==> config.mk <==
export PLATFORM = sky130hd
export DESIGN_NAME = i2s_rx_stream_arb
export DESIGN_NICKNAME = d
export VERILOG_FILES = /design/src/rtl/i2s_rx_arb_pkg.sv /design/src/rtl/i2s_rx_arb_fifo.sv /design/src/rtl/i2s_rx_stream_arb.sv
export SDC_FILE = /design/constraint.sdc
export NUM_CORES = 1
export LEC_CHECK = 0
export ABC_AREA = 1
export ABC_CLOCK_PERIOD_IN_PS = 6800
export BUFFER_PORTS_ARGS = -buffer_cell sky130_fd_sc_hd__clkbuf_2
export CORE_AREA = 3 3 203 125
export CTS_CLUSTER_SIZE = 28
export DETAILED_ROUTE_END_ITERATION = 8
export DIE_AREA = 0 0 206 128
export GPL_TIMING_DRIVEN = 0
export MAX_ROUTING_LAYER = met4
export SLEW_MARGIN = 40
export SYNTH_ARGS = -nofsm -noshare
export SYNTH_HDL_FRONTEND = slang
export SYNTH_SLANG_ARGS = --single-unit
==> constraint.sdc <==
create_clock -name clk_i -period 6.8 [get_ports clk_i]
set_input_delay 1.02 -clock clk_i [delete_from_list [all_inputs] [get_ports clk_i]]
set_output_delay 1.02 -clock clk_i [all_outputs]
set_load 0.01 [all_outputs]
==> src/rtl/i2s_rx_arb_pkg.sv <==
// Shared constants, channel-id type and round-robin pick helper for the I2S RX stream arbiter.
package i2s_rx_arb_pkg;

  localparam int unsigned I2S_ARB_MAX_CH = 8;
  localparam int unsigned I2S_ARB_DW     = 32;

  typedef logic [$clog2(I2S_ARB_MAX_CH)-1:0] ch_id_t;

  typedef struct packed {
    logic   found;
    ch_id_t idx;
  } rr_pick_t;

  // First requester at or after ptr, wrapping modulo num_ch.
  function automatic rr_pick_t rr_pick(input logic [I2S_ARB_MAX_CH-1:0] req,
                                       input ch_id_t                    ptr,
                                       input int unsigned               num_ch);
    rr_pick_t    res;
    int unsigned j;
    res = '0;
    for (int unsigned i = 0; i < I2S_ARB_MAX_CH; i++) begin
      j = 32'(ptr) + i;
      if (j >= num_ch) j = j - num_ch;
      if (!res.found && (i < num_ch) && req[ch_id_t'(j)]) begin
        res.found = 1'b1;
        res.idx   = ch_id_t'(j);
      end
    end
    return res;
  endfunction

endpackage

==> src/rtl/i2s_rx_arb_fifo.sv <==
// Per-channel synchronous FIFO with flush; extra pointer bit separates full from empty.
module i2s_rx_arb_fifo
  import i2s_rx_arb_pkg::*;
#(
  parameter int unsigned DW    = I2S_ARB_DW,
  parameter int unsigned DEPTH = 2
) (
  input  logic          clk_i,
  input  logic          rstn_i,
  input  logic          flush_i,
  input  logic          push_i,
  input  logic [DW-1:0] data_i,
  input  logic          pop_i,
  output logic [DW-1:0] data_o,
  output logic          full_o,
  output logic          empty_o
);

  localparam int unsigned AW = $clog2(DEPTH);

  logic [DW-1:0] r_mem [DEPTH];
  logic [AW:0]   r_wptr;
  logic [AW:0]   r_rptr;
  logic          w_push;
  logic          w_pop;

  assign full_o  = (r_wptr[AW] != r_rptr[AW]) && (r_wptr[AW-1:0] == r_rptr[AW-1:0]);
  assign empty_o = (r_wptr == r_rptr);
  assign w_push  = push_i & ~full_o;
  assign w_pop   = pop_i & ~empty_o;
  assign data_o  = r_mem[r_rptr[AW-1:0]];

  always_ff @(posedge clk_i or negedge rstn_i) begin
    if (!rstn_i) begin
      r_wptr <= '0;
      r_rptr <= '0;
    end else if (flush_i) begin
      r_wptr <= '0;
      r_rptr <= '0;
    end else begin
      if (w_push) r_wptr <= r_wptr + (AW+1)'(1);
      if (w_pop)  r_rptr <= r_rptr + (AW+1)'(1);
    end
  end

  always_ff @(posedge clk_i) begin
    if (w_push && !flush_i) r_mem[r_wptr[AW-1:0]] <= data_i;
  end

endmodule

==> src/rtl/i2s_rx_stream_arb.sv <==
// Merges NUM_CH I2S RX word streams onto one uDMA stream: per-channel FIFOs, round-robin
// grant, single output register, sticky per-channel overflow flags.
module i2s_rx_stream_arb
  import i2s_rx_arb_pkg::*;
#(
  parameter int unsigned NUM_CH = 2,
  parameter int unsigned DW     = 32,
  parameter int unsigned DEPTH  = 2
) (
  input  logic                      clk_i,
  input  logic                      rstn_i,
  input  logic                      cfg_en_i,
  input  logic [NUM_CH-1:0]         cfg_ch_mask_i,
  input  logic [NUM_CH*DW-1:0]      in_data_i,
  input  logic [NUM_CH-1:0]         in_valid_i,
  output logic [NUM_CH-1:0]         in_ready_o,
  output logic [DW-1:0]             out_data_o,
  output logic [$clog2(NUM_CH)-1:0] out_id_o,
  output logic                      out_valid_o,
  input  logic                      out_ready_i,
  output logic [NUM_CH-1:0]         err_ovf_o,
  input  logic                      err_clr_i
);

  localparam int unsigned IW = $clog2(NUM_CH);

  logic [NUM_CH-1:0]         w_active;
  logic [NUM_CH-1:0]         w_full;
  logic [NUM_CH-1:0]         w_empty;
  logic [NUM_CH-1:0]         w_req;
  logic [NUM_CH-1:0]         w_push;
  logic [NUM_CH-1:0]         w_pop;
  logic [NUM_CH-1:0]         w_ovf;
  logic [NUM_CH-1:0][DW-1:0] w_fifo_data;
  logic [DW-1:0]             w_sel_data;
  logic                      w_load;
  rr_pick_t                  w_pick;
  ch_id_t                    w_ptr_nxt;

  logic                      r_valid;
  logic [DW-1:0]             r_data;
  logic [IW-1:0]             r_id;
  ch_id_t                    r_ptr;
  logic [NUM_CH-1:0]         r_err;

  assign w_active = {NUM_CH{cfg_en_i}} & cfg_ch_mask_i;
  // Gated by reset so in_ready_o reads 0 while reset is held.
  assign in_ready_o = w_active & ~w_full & {NUM_CH{rstn_i}};
  assign w_push     = in_valid_i & in_ready_o;
  assign w_ovf      = in_valid_i & w_active & w_full;
  // Inactive channels are being flushed and must not feed the output register.
  assign w_req      = w_active & ~w_empty;
  assign w_load     = ~r_valid | out_ready_i;
  assign w_pick     = rr_pick(I2S_ARB_MAX_CH'(w_req), r_ptr, NUM_CH);
  assign w_ptr_nxt  = (32'(w_pick.idx) == NUM_CH - 1) ? '0 : w_pick.idx + ch_id_t'(1);

  for (genvar g = 0; g < NUM_CH; g++) begin : g_fifo
    i2s_rx_arb_fifo #(
      .DW   (DW),
      .DEPTH(DEPTH)
    ) u_fifo (
      .clk_i  (clk_i),
      .rstn_i (rstn_i),
      .flush_i(~w_active[g]),
      .push_i (w_push[g]),
      .data_i (in_data_i[g*DW +: DW]),
      .pop_i  (w_pop[g]),
      .data_o (w_fifo_data[g]),
      .full_o (w_full[g]),
      .empty_o(w_empty[g])
    );
  end

  always_comb begin
    w_pop      = '0;
    w_sel_data = '0;
    for (int unsigned i = 0; i < NUM_CH; i++) begin
      if (ch_id_t'(i) == w_pick.idx) begin
        w_sel_data = w_fifo_data[i];
        w_pop[i]   = w_load & w_pick.found;
      end
    end
  end

  always_ff @(posedge clk_i or negedge rstn_i) begin
    if (!rstn_i) begin
      r_valid <= 1'b0;
      r_data  <= '0;
      r_id    <= '0;
    end else if (w_load) begin
      r_valid <= w_pick.found;
      if (w_pick.found) begin
        r_data <= w_sel_data;
        r_id   <= IW'(w_pick.idx);
      end
    end
  end

  always_ff @(posedge clk_i or negedge rstn_i) begin
    if (!rstn_i) begin
      r_ptr <= '0;
    end else if (!cfg_en_i) begin
      r_ptr <= '0;
    end else if (w_load && w_pick.found) begin
      r_ptr <= w_ptr_nxt;
    end
  end

  // A new overflow beats a simultaneous clear.
  always_ff @(posedge clk_i or negedge rstn_i) begin
    if (!rstn_i) begin
      r_err <= '0;
    end else begin
      r_err <= (err_clr_i ? '0 : r_err) | w_ovf;
    end
  end

  assign out_valid_o = r_valid;
  assign out_data_o  = r_data;
  assign out_id_o    = r_id;
  assign err_ovf_o   = r_err;

endmodule

# Yosys cells after proc, flatten, opt, wreduce, memory -nomap -nowiden
# Memories as Yosys holds them, arrays and structs flattened.
# Cells that the tools add are included.
# Widths: inputs -> output; s select.
[classes] n_reduce_logical=9 n_shift=0 order_cmp=4 muxes=28 eq_ne=13 mul=0 div_mod_pow=0 addsub=8 bitwise_logic=21
[op_table] op="$mux 32" n=2
[op_table] op="$mux 2" n=9
[op_table] op="$mux 3" n=5
[op_table] op="$and 2x2->2" n=7
[op_table] op="$ne 2x1->1 const B" n=5
[op_table] op="$add 2x1->2 const B" n=4
[op_table] op="$lt 3x4->1 const B" n=2
[op_table] op="$mux 1" n=8
[op_table] op="$mux 4" n=2
[op_table] op="$bmux 1 s3" n=2
[op_table] op="$logic_and 1x1->1" n=6
[op_table] op="$sub 3x2->3 const B" n=2
[op_table] op="$and 1x1->1" n=5
[op_table] op="$not 1->1" n=5
[op_table] op="$add 3x1->4 const B" n=1
[op_table] op="$eq 2x2->1" n=2
[op_table] op="$ge 4x2->1 const B" n=1
[op_table] op="$not 2->2" n=2
[op_table] op="$add 3x1->3 const B" n=1
[op_table] op="$eq 1x3->1 const A" n=1
[op_table] op="$eq 3x1->1 const B" n=1
[op_table] op="$ge 3x2->1 const B" n=1
[op_table] op="$logic_not 3->1" n=1
[op_table] op="$eq 1x1->1" n=2
[op_table] op="other kinds (5)" n=6
[totals] mem_bits_rw=128 regBits=47 mem_bits_ro=0 memories=2 elab_cells=94 out_inout_bits=38 latch_bits=0
[memory_table] name="g_fifo[0].u_fifo.r_mem" depth=2 word_bits=32 read_ports=1 rd_clocked_by_memory_dff=0 write_ports=1 line="i2s_rx_arb_fifo.sv:21" text="logic [DW-1:0] r_mem [DEPTH];"
[memory_table] name="g_fifo[1].u_fifo.r_mem" depth=2 word_bits=32 read_ports=1 rd_clocked_by_memory_dff=0 write_ports=1 line="i2s_rx_arb_fifo.sv:21"

# Logic depth before layout (Yosys ltp)
# Gate-level depths: netlist of the first run.
[depth] ltp_word=14 mapped_depth=14

# Modules after synthesis
# From an unflattened synthesis of the first run, not the netlist that was laid out.
[unflattened] cells_unflattened=680 area_unflattened_um2=7777.5
[modules_own_cells] module="i2s_rx_arb_fifo" seq_area_each_um2=2021.9 n_inst=2 cells_per_inst=212 area_per_inst_um2=2633.8
[modules_own_cells] module="i2s_rx_stream_arb" seq_area_each_um2=975.9 n_inst=1 cells_per_inst=256 area_per_inst_um2=2509.9

# Worst setup path after synthesis of the first run
# OpenSTA, ideal clock, no wires.
[synth_timing] path_kind="input -> register" start="in cfg_en_i" end="mem g_fifo[1].u_fifo.r_mem[0][0] (enable)" path_buffers=0 setup_time_ns=0.421 arrival_ns=2.848 required_ns=6.379 path_slack_ns=3.531 cell_stages=6 path_cell_list="nand2_1 inv_1 nand2_1 nor2_1 inv_1 nor2_1"
[synth_between] elab_chain_cells=8
[synth_lines] element="from (decl)" line="i2s_rx_stream_arb.sv:12" text="input logic cfg_en_i,"
[synth_lines] element="$and 2x2->2 *" line="i2s_rx_stream_arb.sv:46" text="assign w_active = {NUM_CH{cfg_en_i}} & cfg_ch_mask_i;"
[synth_lines] element="$and 2x2->2 (2 in a row)" line="i2s_rx_stream_arb.sv:48" text="assign in_ready_o = w_active & ~w_full & {NUM_CH{rstn_i}};"
[synth_lines] element="$and 2x2->2" line="i2s_rx_stream_arb.sv:49" text="assign w_push = in_valid_i & in_ready_o;"
[synth_lines] element="$and 1x1->1" line="i2s_rx_arb_fifo.sv:29" text="assign w_push = push_i & ~full_o;"
[synth_lines] element="$logic_and 1x1->1 *" line="i2s_rx_arb_fifo.sv:47" text="if (w_push && !flush_i) r_mem[r_wptr[AW-1:0]] <= data_i;"
[synth_lines] element="$mux 1 *" line="i2s_rx_arb_fifo.sv:47"
[synth_lines] element="$mux 1 (not written as such) *" line="i2s_rx_arb_fifo.sv:47"
[synth_lines] element="to (decl)" line="i2s_rx_arb_fifo.sv:21"
# Every way passes the cells marked *; elsewhere a longest branch is shown, timed or not.

# Worst setup path in the final report of the first run
[layout_timing] start="in rstn_i" end="out in_ready_o[0]"
[layout_between] elab_chain_cells=1
[layout_lines] element="from (decl)" line="i2s_rx_stream_arb.sv:11" text="input logic rstn_i,"
[layout_lines] element="$and 2x2->2" line="i2s_rx_stream_arb.sv:48"
[layout_lines] element="to (decl)" line="i2s_rx_stream_arb.sv:16" text="output logic [NUM_CH-1:0] in_ready_o,"
# No other way between the ends.

==> out/metrics.csv, run 1 <==
stage,metric,value,unit
clock_network,CTS root buffer,clkbuf_16,
hold_path,Hold Crit Depth,2,
logic_synthesis,fraction of registers with async set or reset after synthesis,26.9,%
worst_setup_path,Critical R2R Launch,r_ptr[0]$_DFFE_PN0P_,
sta,setup TNS,0,ns
logic_synthesis,Seq cells post-synth,175,
logic_synthesis,Post-Synthesis Cells,644,
hold_path,HP Class,flop to flop,
hold_path,Hold EP,out_id_o$_DFFE_PN0P_,
grt,initial antenna violation count,6,
placement,IO Port Bufs,110,
worst_setup_path,R2R depth,13,
logic_synthesis,sequential cell area fraction in the yosys report,71.0,%
floorplanning,die extent in x,206,um
hold_path,Hold Crit Start,out_id_o$_DFFE_PN0P_,
run,Max-cap violations,0,
sta,count of final max-slew check failures,0,
clock_network,Post-CTS Setup Repair Bufs,0,
grt,grt ovf,0,
final_layout,fin cells,1112,
power_and_ir_drop,Int Pwr,2150,uW
worst_setup_path,crit path capture type,output pin,
worst_setup_path,critical path class,primary input to output pin,
clock_network,Num CTS Buffers,17,
sta,Final setup viols,0,
sta,Rel. slew slack,46.2,%
logic_synthesis,Yosys cell types,22,
final_layout,"most common cell after layout, fill and taps aside",nand2_1,
logic_synthesis,Post-Syn Nets,722,
logic_synthesis,Yosys warning count,0,
floorplanning,Die Ht,128,um
power_and_ir_drop,Net Sw Frac,34.4,%
routing,via/cell ratio,4.52,
clock_network,Bufs on Longest Clock Path,2,
floorplanning,Core Area,23300,um2
worst_setup_path,Critical Path RT,5.78,ns
floorplanning,IO Count,111,
sta,final-report hold violation count,0,
power_and_ir_drop,register share of total power,41.0,%
routing,DR WL/cell,17.0,um
logic_synthesis,cell area after synthesis,7070,um2
routing,Top Layer Used,met4,
power_and_ir_drop,Power Density,374,nW/um2
routing,Met3 Wirelength,1.50,mm
worst_setup_path,"setup slack, reg-to-reg",4.41,ns
sta,Max Clk Rate,338,MHz
status,status,finished clean,
clock_network,# hold bufs at CTS,0,
clock_network,CTS tree,done,
clock_network,Clock H-tree levels,4,
placement,Final GP Congestion,0.768,
worst_setup_path,Startpoint Class,primary input,
routing,Antenna Violating Nets Remaining,0,
routing,wl on met1,9.45,mm
floorplanning,Die ar.,26400,um2
grt,largest net degree at the start of global routing,35,
power_and_ir_drop,NetSw,1130,uW
grt,total track usage,15.2,%
sta,fin crit share,43.5,%
final_layout,P&R area growth vs syn,24.0,%
routing,DRC errors left,0,
routing,final WL,18.8,mm
power_and_ir_drop,P_leak,0.00378,uW
sta,RSZ-0062 raised after global routing,false,
sta,Worst Tran Pin Value,0.806,ns
logic_synthesis,Post-synth EDFFs,128,
routing,Pre-antenna DRT Iters,5,
power_and_ir_drop,Clock Power Share,30.9,%
clock_network,worst-skew pair later-pin latency,0.43,ns
routing,met2 WL,7.75,mm
worst_setup_path,R2R Path End,out_data_o[13]$_DFFE_PN0P_,
logic_synthesis,Syn Area/Cell,11.0,um2
clock_network,Clock Sinks,175,
worst_setup_path,Critical Path AT,1.94,ns
power_and_ir_drop,maximum vdd drop,0.000186,V
power_and_ir_drop,combinational fraction of design power,28.2,%
final_layout,Layout Nets,856,
clock_network,"Clk pin slew, worst setup/hold paths",0.07,ns
placement,Placed Cells,1074,
sta,minimum clock period,2.96,ns
routing,routed via count,5024,
logic_synthesis,top_reg_cell synth,edfxtp_1,
sta,Final WS setup,3.84,ns
sta,Setup Skew,0.0126,ns
routing,DRT iter0 DRCs,356,
worst_setup_path,crit-path max FO,34,
clock_network,Resized cells post-CTS,0,
floorplanning,num rows,43,
grt,first-pass GRT wire length,28.6,mm
floorplanning,Initial Util,30.3,%
final_layout,most frequent cells in the layout,"267 x nand2_1, 128 x edfxtp_1, 109 x clkbuf_2, 107 x nand3_1, 47 x dfrtp_1",
grt,vias in the first global route,4777,
final_layout,share of layout cells above drive strength 1,22.3,%
placement,dpl ws,3.69,ns
placement,HPWL after DPL,13.5,mm
## power groups by stage
| stage | Combinational [uW] | Clock (uW) | Sequential [uW] |
|---|---|---|---|
| after global placement | 920 | 0 | 1360 |
| after CTS | 941 | 1030 | 1340 |
| after global routing | 1050 | 1080 | 1350 |
| final | 924 | 1010 | 1340 |
| after detailed placement | 940 | 0 | 1360 |
| after floorplan | 524 | 0 | 1380 |
## flip-flops by register name, summed over array words and instances (netlist names)
register	cells
g_fifo.u_fifo.r_rptr	4
out_valid_o	1
err_ovf_o	2
out_id_o	1
out_data_o	32
r_ptr	3
g_fifo.u_fifo.r_mem	128
g_fifo.u_fifo.r_wptr	4
## cells by family after synthesis
logic type	count (synthesis)	share of synthesized area, %
buf+inv	54	3.40
xor+xnor	3	0.372
flops	175	71.0
compound gates	13	1.15
simple gates	394	23.2
fa+ha+maj	5	0.885
## worst max-delay path: stages
cell and delay [ns]:
clkbuf_4 0.31, buf_12 0.26, nand2_1 0.10, nor2_1 0.09, clkbuf_2 0.13
## how the worst max path moves through the flow
| stage | from | end | slack, ns |
|---|---|---|---|
| 2_1_floorplan | cfg_en_i | g_fifo[1].u_fifo.r_mem[0][0]$_DFFE_PP_ | 3.53 |
| 3_3_place_gp | rstn_i | g_fifo[0].u_fifo.r_mem[0][13]$_DFFE_PP_ | 1.03 |
| 3_5_place_dp | rstn_i | g_fifo[1].u_fifo.r_mem[1][20]$_DFFE_PP_ | 3.69 |
| 4_1_cts | rstn_i | in_ready_o[0] | 3.79 |
| 5_1_grt | rstn_i | in_ready_o[0] | 3.71 |
| 6_report | rstn_i | in_ready_o[0] | 3.84 |
## stage by stage
stage          utilization, %  total power [uW]  hold slack [ns]  area, um2
6_report                 37.5              3280            0.475       8760
5_1_grt                  37.5              3480            0.509       8760
3_3_place_gp             34.3              2280            0.471       8010
4_1_cts                  37.5              3320            0.479       8750
3_5_place_dp             34.8              2300            0.461       8140
2_1_floorplan               -              1910            0.509       7070
## cell type report
type                       instances  area, um2
antenna                            6       15.0
buffer                            30        150
clock buffer                      18        429
clock inverter                    14        180
fill                            2305      14600
inverter                          24       92.6
multi-input combinational        415       1820
sequential                       175       5020
tap                              315        394
timing repair buffer             115        658
## layer usage
| layer | global-route usage [%] | up-vias |
|---|---|---|
| li1 | - | 2452 |
| met1 | 21.7 | 2403 |
| met2 | 20.9 | 157 |
| met3 | 5.00 | 12 |
| met4 | 3.23 | 0 |
| met5 | - | - |
## synth_stat cells, drive strengths merged (2+ instances only)
| cell type | number | area [um2] |
|---|---|---|
| o21ai | 4 | 20.0 |
| edfxtp | 128 | 3840 |
| nand2 | 268 | 1010 |
| dfrtp | 47 | 1180 |
| nand4 | 4 | 25.0 |
| buf | 18 | 105 |
| nor2 | 14 | 57.6 |
| inv | 23 | 86.3 |
| nand3 | 108 | 546 |
| xor2 | 3 | 26.3 |
| clkbuf | 12 | 45.0 |
| a21oi | 6 | 41.3 |
| ha | 5 | 62.6 |
| o22ai | 2 | 12.5 |
(Power assumes the default switching activity.)
==> inputs of run 2 (changes only) <==
ABC_CLOCK_PERIOD_IN_PS = 2800   (was 6800)
clock period = 2.8 ns   (was 6.8 ns; I/O delays follow)
==> out/metrics.csv, run 2 (synthesis results as in run 1) <==
stage,metric,value,unit,change
clock_network,Bufs on Longest Clock Path,2,,unchanged
clock_network,worst-skew pair later-pin latency,0.43,ns,about the same
grt,first-pass GRT wire length,28.7,mm,about the same
sta,Rel. slew slack,47.3,%,+1.2 points
grt,grt ovf,0,,unchanged
grt,global-route met2 utilization,20.9,%,unchanged
floorplanning,num rows,43,,unchanged
worst_setup_path,critical path class,primary input to flop,,
routing,DRT iter0 DRCs,386,,+8.4%
worst_setup_path,slowest cell delay on critical path,0.60,ns,+0.29 ns
placement,HPWL after DPL,13.5,mm,unchanged
floorplanning,Die ar.,26400,um2,unchanged
clock_network,"Clk pin slew, worst setup/hold paths",0.07,ns,about the same
sta,minimum clock period,2.53,ns,
routing,routed via count,5005,,-0.38%
power_and_ir_drop,maximum vdd drop,0.000453,V,+140%
sta,setup TNS,0,ns,unchanged
clock_network,Num CTS Buffers,17,,unchanged
placement,IO Port Bufs,110,,unchanged
worst_setup_path,worst path bufs/invs,4,,+1
worst_setup_path,Startpoint Class,primary input,,
status,status,finished clean,,
final_layout,P&R area growth vs syn,24.1,%,
grt,vias in the first global route,4782,,+0.10%
sta,Worst Tran Pin Value,0.789,ns,-0.0175 ns
worst_setup_path,crit-path cells,"dlygate4sd3_1, clkbuf_4, buf_12, nand2_1, nor2_1, nand2_1, inv_2",,
floorplanning,Die Ht,128,um,unchanged
routing,Antenna Violating Nets Remaining,0,,unchanged
final_layout,Layout Nets,857,,+0.12%
sta,Final setup viols,0,,unchanged
sta,final-report hold violation count,0,,unchanged
sta,fin crit share,90.3,%,
final_layout,share of layout cells above drive strength 1,22.2,%,-0.028 points
routing,Pre-antenna DRT Iters,5,,unchanged
placement,area post-placement,8140,um2,unchanged
floorplanning,Core Area,23300,um2,unchanged
clock_network,CTS tree,done,,
hold_path,HP Class,primary input to flop,,
worst_setup_path,Worst path slowest cell,inv_2,,
final_layout,Largest register FFs,128,,unchanged
clock_network,Clock Sinks,175,,unchanged
worst_setup_path,Critical Path AT,2.58,ns,+0.64 ns
grt,M3 GR Usage,5.00,%,unchanged
routing,DRC errors left,0,,unchanged
worst_setup_path,CP most frequent cell,nand2_1,,
routing,final WL,18.8,mm,-0.10%
sta,final hold slack,0.180,ns,-0.295 ns
worst_setup_path,Critical Path RT,2.85,ns,-2.93 ns
grt,met1 Use GR,21.7,%,about the same
grt,largest net degree at the start of global routing,35,,unchanged
routing,via/cell ratio,4.50,,-0.47%
placement,Final GP Congestion,0.768,,unchanged
clock_network,Clock H-tree levels,4,,unchanged
final_layout,most frequent cells in the layout,"267 x nand2_1, 128 x edfxtp_1, 109 x clkbuf_2, 107 x nand3_1, 47 x dfrtp_1",,
worst_setup_path,critical path's top delay family,buffers and inverters,,
power_and_ir_drop,P_leak,0.00379,uW,+0.11%
worst_setup_path,Critical R2R Launch,r_ptr[0]$_DFFE_PN0P_,,
sta,Max Clk Rate,396,MHz,
sta,RSZ-0062 raised after global routing,false,,
grt,total track usage,15.2,%,about the same
final_layout,fin util,37.6,%,+0.043 points
final_layout,"most common cell after layout, fill and taps aside",nand2_1,,
worst_setup_path,CP startpoint,rstn_i,,
grt,initial antenna violation count,6,,unchanged
routing,DR WL/cell,16.9,um,-0.19%
floorplanning,Initial Util,30.3,%,unchanged
worst_setup_path,crit-path max FO,34,,unchanged
power_and_ir_drop,Power Density,908,nW/um2,+140%
sta,count of final max-slew check failures,0,,unchanged
floorplanning,die extent in x,206,um,unchanged
worst_setup_path,crit path capture type,flop,,
sta,Setup Skew,0.0142,ns,+0.00156 ns
final_layout,final instance area,8770,um2,+0.11%
clock_network,CTS root buffer,clkbuf_16,,
run,Max-cap violations,0,,unchanged
hold_path,Hold Crit Start,in_data_i[0],,
floorplanning,IO Count,111,,unchanged
grt,GR peak layer,met1,,
run 2: cell count changes in the layout (fill, tap and decap cells not counted), sizes merged:
| cell | change |
|---|---|
| dlygate4sd3 | +1 |
run 2: routing by layer:
layer  share of wire, %  routed length [um]  vias to the layer above
met5                  0                   0                        -
met4               0.90                 169                        0
met3                8.0                1510                       17
met2                 41                7740                      157
met1                 50                9410                     2381
li1                   -                   -                     2450
run 2: layout make-up:
type / count / area, um2
fillers: 2304 / 14600
clock buffers: 18 / 429
repair buffers: 116 / 668
plain buffers: 30 / 150
diodes: 6 / 15.0
flip-flops and latches: 175 / 5020
well taps: 315 / 394
clock inverters: 14 / 180
multi-input cells: 415 / 1820
inverters: 24 / 92.6
run 2: worst paths after layout:
path	endpoint	slack [ns]	cells past startpoint
max	g_fifo[1].u_fifo.r_mem[1][19]$_DFFE_PP_	0.27	7
min	g_fifo[0].u_fifo.r_mem[0][0]$_DFFE_PP_	0.18	1
max reg2reg	out_data_o[13]$_DFFE_PN0P_	0.44	13
min reg2reg	out_id_o$_DFFE_PN0P_	0.47	2
max in group asynchronous	out_data_o[7]$_DFFE_PN0P_	1.85	3
min in group asynchronous	out_data_o[20]$_DFFE_PN0P_	0.45	2
run 2: metrics by stage:
step                      instances  power (uW)  setup slack (ns)
after floorplan                 644        4630            0.0939
after global placement         1069        5540             -2.37
after detailed placement       1074        5590             0.287
after CTS                      1107        8060             0.200
after global routing           1113        8440            0.0683
final                          1113        7960             0.272
run 2: power by group:
part           internal [uW]  switching (uW)
clock                   1420            1040
combinational            732            1510
sequential              3070             192
total                   5220            2740
run 2: timing repair:
item,in CTS,in global routing
hold endpoints to repair,15,0
hold buffers,1,0
buffers inserted,0,0
gates resized for setup,0,0
==> inputs of run 3 (changes only) <==
CORE_AREA = 3 3 158 160   (was 3 3 203 125)
DIE_AREA = 0 0 161 163   (was 0 0 206 128)
==> out/metrics.csv, run 3 (synthesis results as in run 1) <==
stage,metric,value,unit,change
worst_setup_path,critical path's top delay family,buffers and inverters,,
worst_setup_path,critical path class,flop to flop,,
placement,HPWL after DPL,12.5,mm,-7.4%
clock_network,Bufs on Longest Clock Path,2,,unchanged
sta,count of final max-slew check failures,0,,unchanged
clock_network,Resized cells post-CTS,0,,unchanged
sta,RSZ-0062 raised after global routing,false,,
placement,dpl ws,0.212,ns,-0.0746 ns
grt,initial antenna violation count,0,,-6
worst_setup_path,Critical Path AT,2.31,ns,-0.27 ns
final_layout,most frequent cells in the layout,"267 x nand2_1, 128 x edfxtp_1, 109 x clkbuf_2, 107 x nand3_1, 47 x dfrtp_1",,
clock_network,CTS root buffer,clkbuf_16,,
clock_network,CTS tree,done,,
worst_setup_path,Critical Path RT,2.85,ns,about the same
status,status,finished clean,,
final_layout,Fillers,2387,,+3.6%
floorplanning,Initial Util,30.0,%,-0.25 points
worst_setup_path,crit-path max FO,32,,-5.9%
floorplanning,die extent in x,161,um,-22%
grt,grt ovf,0,,unchanged
routing,routed via count,4852,,-3.1%
worst_setup_path,Startpoint Class,flop,,
clock_network,Clock H-tree levels,4,,unchanged
sta,fin crit share,80.5,%,-9.8 points
hold_path,HP Class,primary input to asynchronous set/reset pin,,
clock_network,Post-CTS Setup Repair Bufs,0,,unchanged
routing,final WL,17.1,mm,-9.2%
final_layout,share of layout cells above drive strength 1,22.0,%,-0.20 points
routing,DRC errors left,0,,unchanged
worst_setup_path,crit-path cells,"buf_4, inv_2, nand2_1, nand2_1, nand3_1, nand2_1, nor2_1, nand2_1, inv_2",,
run,Max-cap violations,0,,unchanged
power_and_ir_drop,P_leak,0.00375,uW,-1.0%
worst_setup_path,crit path capture type,flop,,
routing,Pre-antenna DRT Iters,5,,unchanged
routing,via/cell ratio,4.38,,-2.7%
final_layout,"most common cell after layout, fill and taps aside",nand2_1,,
clock_network,Num CTS Buffers,17,,unchanged
floorplanning,Die ar.,26200,um2,-0.47%
final_layout,Layout Nets,855,,-0.23%
sta,final-report hold violation count,0,,unchanged
routing,Antenna Violating Nets Remaining,0,,unchanged
grt,largest net degree at the start of global routing,50,,+43%
clock_network,worst-skew pair later-pin latency,0.42,ns,about the same
worst_setup_path,CP startpoint,g_fifo[1].u_fifo.r_rptr[0]$_DFFE_PN0P_,,
grt,first-pass GRT wire length,26.5,mm,-7.6%
floorplanning,num rows,56,,+30%
final_layout,Largest register FFs,128,,unchanged
final_layout,fin util,36.9,%,-0.63 points
power_and_ir_drop,maximum vdd drop,0.000505,V,+11%
placement,Final GP Congestion,0.785,,+2.2%
sta,minimum clock period,2.25,ns,-0.275 ns
final_layout,P&R area growth vs syn,23.0,%,
floorplanning,Core Area,23500,um2,+0.83%
sta,Final setup viols,0,,unchanged
sta,Setup Skew,0.0109,ns,-0.00323 ns
sta,setup TNS,0,ns,unchanged
worst_setup_path,worst path bufs/invs,3,,-1
floorplanning,Die Ht,163,um,+27%
floorplanning,IO Count,111,,unchanged
sta,Rel. slew slack,49.0,%,+1.7 points
grt,vias in the first global route,4884,,+2.1%
routing,DRT iter0 DRCs,311,,-19%
routing,DR WL/cell,15.4,um,-8.9%
sta,Max Clk Rate,444,MHz,+12%
clock_network,"Clk pin slew, worst setup/hold paths",0.06,ns,about the same
power_and_ir_drop,total power,7670,uW,-3.6%
worst_setup_path,slowest cell delay on critical path,0.57,ns,-0.03 ns
sta,Worst Tran Pin Value,0.764,ns,-0.0252 ns
power_and_ir_drop,Power Density,882,nW/um2,-2.8%
sta,Final WS setup,0.547,ns,+0.275 ns
grt,total track usage,13.8,%,-1.3 points
worst_setup_path,Critical R2R Launch,g_fifo[1].u_fifo.r_rptr[0]$_DFFE_PN0P_,,
clock_network,# hold bufs at CTS,0,,-1
placement,IO Port Bufs,110,,unchanged
clock_network,Clock Sinks,175,,unchanged
worst_setup_path,Worst path slowest cell,inv_2,,
final_layout,diodes inserted,0,,-6
worst_setup_path,CP most frequent cell,nand2_1,,
run 3: final timing paths:
kind                                                            to  slack [ns]  depth (start not counted)
setup / recovery           g_fifo[1].u_fifo.r_mem[1][26]$_DFFE_PP_        0.55                          9
hold / removal                              err_ovf_o[1]$_DFF_PN0_        0.08                          1
setup reg to reg           g_fifo[1].u_fifo.r_mem[1][26]$_DFFE_PP_        0.55                          9
hold reg to reg                               out_id_o$_DFFE_PN0P_        0.49                          2
max in group asynchronous                out_data_o[1]$_DFFE_PN0P_        2.24                          1
min in group clk_i         g_fifo[1].u_fifo.r_mem[1][17]$_DFFE_PP_        0.18                          1
run 3: area by class of cell:
cell class | count | area (um2) | area share, %
buffer | 30 | 150 | 1.73
clock buffer | 18 | 429 | 4.94
clock inverter | 14 | 134 | 1.54
inverter | 24 | 90.1 | 1.04
multi-input combinational | 415 | 1820 | 21.0
sequential | 175 | 5020 | 57.7
tap | 319 | 399 | 4.59
timing repair buffer | 114 | 651 | 7.48
run 3: worst register-to-register path, cell delays in order (launching register included):
cell and delay (ns):
dfrtp_1 0.33, buf_4 0.18, inv_2 0.10, nand2_1 0.08, nand2_1 0.08, nand3_1 0.10
nand2_1 0.08, nor2_1 0.20, nand2_1 0.14, inv_2 0.57
run 3: metal layers:
layer	up-vias	share of wire [%]	global-route usage (%)
met3	6	5.6	3.10
li1	2441	-	-
met5	-	0	-
met2	135	48	22.2
met4	0	0.47	3.40
met1	2270	45	18.0
run 3: stage by stage:
step / instances / cell area (um2) / hold WS, ns
after CTS: 1109 / 8690 / 0.0890
after floorplan: 644 / 7070 / 0.124
final: 1109 / 8690 / 0.0817
after detailed placement: 1077 / 8130 / 0.469
after global routing: 1109 / 8690 / 0.124
after global placement: 1073 / 8020 / 0.463
run 3: power breakdown:
part / leakage (uW) / internal [uW] / total [uW] / switching, uW
logic: 0.00172 / 729 / 2170 / 1440
clock network: 0.000267 / 1240 / 2240 / 1000
registers: 0.00176 / 3070 / 3260 / 189
